[config.mk]
export PLATFORM = sky130hd
export DESIGN_NAME = scan_loader_flat
export DESIGN_NICKNAME = d
export VERILOG_FILES = /design/src/rtl/scan_loader_if.sv /design/src/rtl/scan_loader.sv /design/src/flat_wrapper.sv
export SDC_FILE = /design/constraint.sdc
export NUM_CORES = 1
export LEC_CHECK = 0
export CORE_MARGIN = 4
export CORE_UTILIZATION = 50
export DETAILED_ROUTE_END_ITERATION = 10
export GPL_TIMING_DRIVEN = 0
export PLACE_DENSITY = 0.85
export SLEW_MARGIN = 20
export SYNTH_ARGS = -nofsm -noshare
export SYNTH_HDL_FRONTEND = slang
export SYNTH_SLANG_ARGS = --single-unit
[constraint.sdc]
create_clock -name clk -period 3 [get_ports clk]
set_clock_uncertainty 0.1 [all_clocks]
set_input_delay 0.75 -clock clk [delete_from_list [all_inputs] [get_ports clk]]
set_output_delay 0.75 -clock clk [all_outputs]
set_load 0.01 [all_outputs]
[src/rtl/scan_loader_if.sv]
// Byte streams and scan-chain pins between the scan loader and its neighbours.
// master = the loader; slave = host streams plus the chain's far end.
interface scan_loader_if;
  logic [7:0] in_data;
  logic       in_valid;
  logic       in_ready;
  logic [7:0] out_data;
  logic       out_valid;
  logic       out_ready;
  logic       scan_enable;
  logic       scan_in;
  logic       scan_out;

  modport master (
    input  in_data, in_valid, out_ready, scan_out,
    output in_ready, out_data, out_valid, scan_enable, scan_in
  );

  modport slave (
    output in_data, in_valid, out_ready, scan_out,
    input  in_ready, out_data, out_valid, scan_enable, scan_in
  );
endinterface

[src/rtl/scan_loader.sv]
// Scan-chain master: shifts input bytes MSB-first into the memory bank chain and
// reassembles the bits leaving the far end into readback bytes in the same pass.
module scan_loader #(
  parameter int unsigned NUM_BYTES = 32,
  parameter int unsigned CNT_WIDTH = 5
) (
  input  logic          clk,
  input  logic          rst,
  input  logic          start,
  scan_loader_if.master bus_io,
  output logic          busy,
  output logic          done
);

  localparam logic [CNT_WIDTH-1:0] LastByte = CNT_WIDTH'(NUM_BYTES - 1);

  typedef enum logic [2:0] {
    StIdle  = 3'd0,
    StLoad  = 3'd1,
    StShift = 3'd2,
    StEmit  = 3'd3,
    StDone  = 3'd4
  } state_e;

  state_e               state_q, state_d;
  logic [7:0]           sreg_q, sreg_d;
  logic [7:0]           cap_q, cap_d;
  logic [2:0]           bitcnt_q, bitcnt_d;
  logic [CNT_WIDTH-1:0] bytecnt_q, bytecnt_d;

  always_ff @(posedge clk) begin
    if (!rst) begin
      state_q   <= StIdle;
      sreg_q    <= 8'h00;
      cap_q     <= 8'h00;
      bitcnt_q  <= 3'd0;
      bytecnt_q <= '0;
    end else begin
      state_q   <= state_d;
      sreg_q    <= sreg_d;
      cap_q     <= cap_d;
      bitcnt_q  <= bitcnt_d;
      bytecnt_q <= bytecnt_d;
    end
  end

  always_comb begin
    state_d   = state_q;
    sreg_d    = sreg_q;
    cap_d     = cap_q;
    bitcnt_d  = bitcnt_q;
    bytecnt_d = bytecnt_q;
    unique case (state_q)
      StIdle: begin
        if (start) begin
          state_d   = StLoad;
          bytecnt_d = '0;
        end
      end
      StLoad: begin
        if (bus_io.in_valid) begin
          sreg_d   = bus_io.in_data;
          bitcnt_d = 3'd0;
          state_d  = StShift;
        end
      end
      StShift: begin
        // scan_out is captured at the same edge that moves the chain: pre-shift value.
        sreg_d   = {sreg_q[6:0], 1'b0};
        cap_d    = {cap_q[6:0], bus_io.scan_out};
        bitcnt_d = bitcnt_q + 3'd1;
        if (bitcnt_q == 3'd7) begin
          state_d = StEmit;
        end
      end
      StEmit: begin
        if (bus_io.out_ready) begin
          if (bytecnt_q == LastByte) begin
            state_d = StDone;
          end else begin
            bytecnt_d = bytecnt_q + 1'b1;
            state_d   = StLoad;
          end
        end
      end
      StDone: begin
        state_d = StIdle;
      end
      default: begin
        state_d = StIdle;
      end
    endcase
  end

  // Outputs decode only registered state, so no input reaches an output combinationally.
  always_comb begin
    bus_io.in_ready    = (state_q == StLoad);
    bus_io.scan_enable = (state_q == StShift);
    bus_io.scan_in     = (state_q == StShift) && sreg_q[7];
    bus_io.out_valid   = (state_q == StEmit);
    bus_io.out_data    = cap_q;
    busy               = (state_q != StIdle);
    done               = (state_q == StDone);
  end

endmodule

[src/flat_wrapper.sv]
// flat-port wrapper written by rule: the top's interface ports become plain ports
module scan_loader_flat 
#(
  parameter int unsigned NUM_BYTES = 32,
  parameter int unsigned CNT_WIDTH = 5
)
  (clk, rst, start, busy, done, bus_io_in_data, bus_io_in_valid, bus_io_out_ready, bus_io_scan_out, bus_io_in_ready, bus_io_out_data, bus_io_out_valid, bus_io_scan_enable, bus_io_scan_in);
  scan_loader_if bus_io_i ();
  input  logic clk;
  input  logic rst;
  input  logic start;
  output logic busy;
  output logic done;
  input wire logic [$bits(bus_io_i.in_data)-1:0] bus_io_in_data;
  input wire logic [$bits(bus_io_i.in_valid)-1:0] bus_io_in_valid;
  input wire logic [$bits(bus_io_i.out_ready)-1:0] bus_io_out_ready;
  input wire logic [$bits(bus_io_i.scan_out)-1:0] bus_io_scan_out;
  output wire logic [$bits(bus_io_i.in_ready)-1:0] bus_io_in_ready;
  output wire logic [$bits(bus_io_i.out_data)-1:0] bus_io_out_data;
  output wire logic [$bits(bus_io_i.out_valid)-1:0] bus_io_out_valid;
  output wire logic [$bits(bus_io_i.scan_enable)-1:0] bus_io_scan_enable;
  output wire logic [$bits(bus_io_i.scan_in)-1:0] bus_io_scan_in;
  assign bus_io_i.in_data = bus_io_in_data;
  assign bus_io_i.in_valid = bus_io_in_valid;
  assign bus_io_i.out_ready = bus_io_out_ready;
  assign bus_io_i.scan_out = bus_io_scan_out;
  assign bus_io_in_ready = bus_io_i.in_ready;
  assign bus_io_out_data = bus_io_i.out_data;
  assign bus_io_out_valid = bus_io_i.out_valid;
  assign bus_io_scan_enable = bus_io_i.scan_enable;
  assign bus_io_scan_in = bus_io_i.scan_in;
  scan_loader #(.NUM_BYTES(NUM_BYTES), .CNT_WIDTH(CNT_WIDTH)) u_core (.clk(clk), .rst(rst), .start(start), .bus_io(bus_io_i), .busy(busy), .done(done));
endmodule
==> reports/summary.txt <==
ANT cells: 0
Die Wd: 59.36 um
cells after synthesis: 139
register area share after synthesis: 40.99%
Vias/cell: 5.480
Max Cap Viol: 0
Tmin final: 2808 ps
Final Hold Viols: 0
status: finished, final reports clean
most common cell type on the critical path: buf_6
CTS clock-pin slew for the worst setup and hold paths: 140 ps
Initial Util: 52.75%
largest net degree at the start of global routing: 15
Remaining DRCs: 0
antenna-violating nets left: 0
fmax: 356.2 MHz
final worst path period share: 93.59%
antenna violations before repair: 0
post-DP HPWL: 1.973 mm
CP Class: flop to output pin
Final WS setup: 192.4 ps
insertion delay to the later sink of the worst-skew pair: 330 ps
critical-path cell list: buf_6 > nor2_2 > nand2_2 > inv_2 > buf_6 > clkdlybuf4s50_1
Die Y: 59.36 um
DR vias: 1096
final core utilization: 66.12%
Top FF cell, synth: dfxtp_1
Worst Hold Class: flop to flop
Synth Area per Inst: 9.488 um^2
TritonCTS Buffers: 3
crit path DAT: 1960 ps
Rows: 18
Total GRT Usage: 16.61%
critical-path maximum fanout: 10
Die Area: 0.003523 mm^2
critical path's top delay family: buffers and inverters
dpl ws: 571.5 ps
#FFs+latches synth: 27
synth warn: 0
WL/cell: 13.09 um
initial DRC count: 19
first-pass detailed-route iteration total: 4
Synth Cell Area: 0.001319 mm^2
Core ar.: 0.002500 mm^2
hold_buf cts: 0
Post-CTS Repair Setup Buffers: 0
port bufs: 27
CTS tree: built
PwrDens: 406.0 mW/mm^2
Root Driver: clkbuf_4
share of layout cells above drive strength 1: 20.59%
drt total wl: 2.618 mm
CP max stage cell: clkdlybuf4s50_1
Crit. End Element: output pin
crit path launch type: flop
# nets final: 189
unrepaired setup endpoints after global routing: false
# clock sinks: 27
fillers: 213
endpoints failing setup: 0
WP data required: 2150 ps
# H-tree levels: 1
Max stage delay on crit path: 540 ps
CP bufs+invs: 4
Max-slew headroom: 68.86%
PostCTS Resize Cnt: 0
first-pass GRT wire length: 4.464 mm
area delta synth->final: 25.33%
EDFF count, synth: 0
highest-count cells in the layout ignoring fill and taps: 27 x clkdlybuf4s50_1, 27 x dfxtp_1, 24 x nand2_1
leakage: 0.6445 nW
Worst Tran Pin Value: 467.1 ps
post-synth cell types: 37
Top Ports: 28
r2r setup slk: 1080 ps
clock buffer depth: 2
GRT Residual Overflow: 0
Synth Net Count: 157
TNS Setup: 0 ps
fin. max-slew vios: 0
RePlAce Congestion: 0.7717
maximum VDD drop: 0.0004032 V
ys async rst share: 0%
vias in the first global route: 1032
## report_power, final
part / internal (mW) / switching (mW) / total (mW) / leakage [nW]
Sequential: 0.374 / 0.0110 / 0.385 / 0.219
Clock: 0.0523 / 0.105 / 0.158 / 0.0150
Combinational: 0.0637 / 0.0650 / 0.129 / 0.410
Total: 0.490 / 0.181 / 0.671 / 0.645
## sequential cells by signal, indices dropped and copies added (netlist names)
name	count
u_core.bus_io.out_data	8
u_core.sreg_q	8
u_core.bytecnt_q	5
u_core.bitcnt_q	3
u_core.state_q	3
## layout make-up
class	count	area, um^2	share of cell area (%)
Tap cell	30	37.54	2.271
Buffer	8	65.06	3.936
Sequential cell	27	540.5	32.70
Inverter	2	7.507	0.4542
Clock buffer	4	26.28	1.590
Timing Repair Buffer	27	270.3	16.35
Multi-Input combinational cell	102	705.7	42.69
## metrics by stage
stage                     total power, mW  hold slack, ps  cells  cell area, um^2
after floorplan                    0.4765           329.3    139             1319
after global placement             0.5177           343.8    196             1627
after detailed placement           0.5219           349.4    196             1627
after CTS                          0.6767           371.3    200             1653
after global routing               0.7053           401.0    200             1653
final                              0.6710           371.4    200             1653
## Yosys cell counts (all sizes together), types with 2 or more instances
cell type / n / share of area (%)
buf: 6 / 4.4
inv: 2 / 0.57
nor3b: 2 / 1.5
a21oi: 12 / 4.8
nand2: 26 / 7.8
clkbuf: 2 / 0.57
nand2b: 5 / 2.9
ha: 4 / 3.8
nand3: 4 / 1.5
nor3: 8 / 6.1
dfxtp: 27 / 41
o21ai: 3 / 1.1
o22ai: 8 / 7.1
a31oi: 3 / 1.4
a211oi: 2 / 1.1
nor2: 9 / 2.8
nand3b: 3 / 2.7
and3: 2 / 0.95
a22o: 2 / 1.3
## worst register-to-register path, stage by stage, from the launching register on
cell	delay, ps
dfxtp_1	360
ha_1	230
and3_1	180
ha_1	250
nor4_4	400
a41oi_1	170
a31oi_1	170
## path summary, 6_finish.rpt
check        cells after the start                                    from                                      to
max                              6          u_core.state_q[0]$_SDFFE_PN0P_                      bus_io_scan_enable
min                              2  u_core.bus_io.out_data[7]$_SDFFE_PN0P_  u_core.bus_io.out_data[7]$_SDFFE_PN0P_
max reg2reg                      6        u_core.bytecnt_q[0]$_SDFFE_PN0P_        u_core.bytecnt_q[3]$_SDFFE_PN0P_
min reg2reg                      2  u_core.bus_io.out_data[7]$_SDFFE_PN0P_  u_core.bus_io.out_data[7]$_SDFFE_PN0P_
## metal layers
layer,GRT usage (%),up-vias,share of wire (%)
met4,4.854,0,1.3
li1,-,558,-
met3,6.318,2,7.3
met2,27.15,28,47
met1,20.16,508,44
met5,0,-,0
## cell families (layout without fill, tap and decap cells)
family / Yosys count / after routing / synth area share, %
and+or+nand+nor: 65 / 65 / 30.46
muxes: 1 / 1 / 0.8538
AOI/OAI and AO/OA: 32 / 32 / 18.41
DFF: 27 / 27 / 40.99
buffers and inverters: 10 / 41 / 5.503
adders and majority gates: 4 / 4 / 3.795
Note: power is estimated with default switching activity, not from simulation.
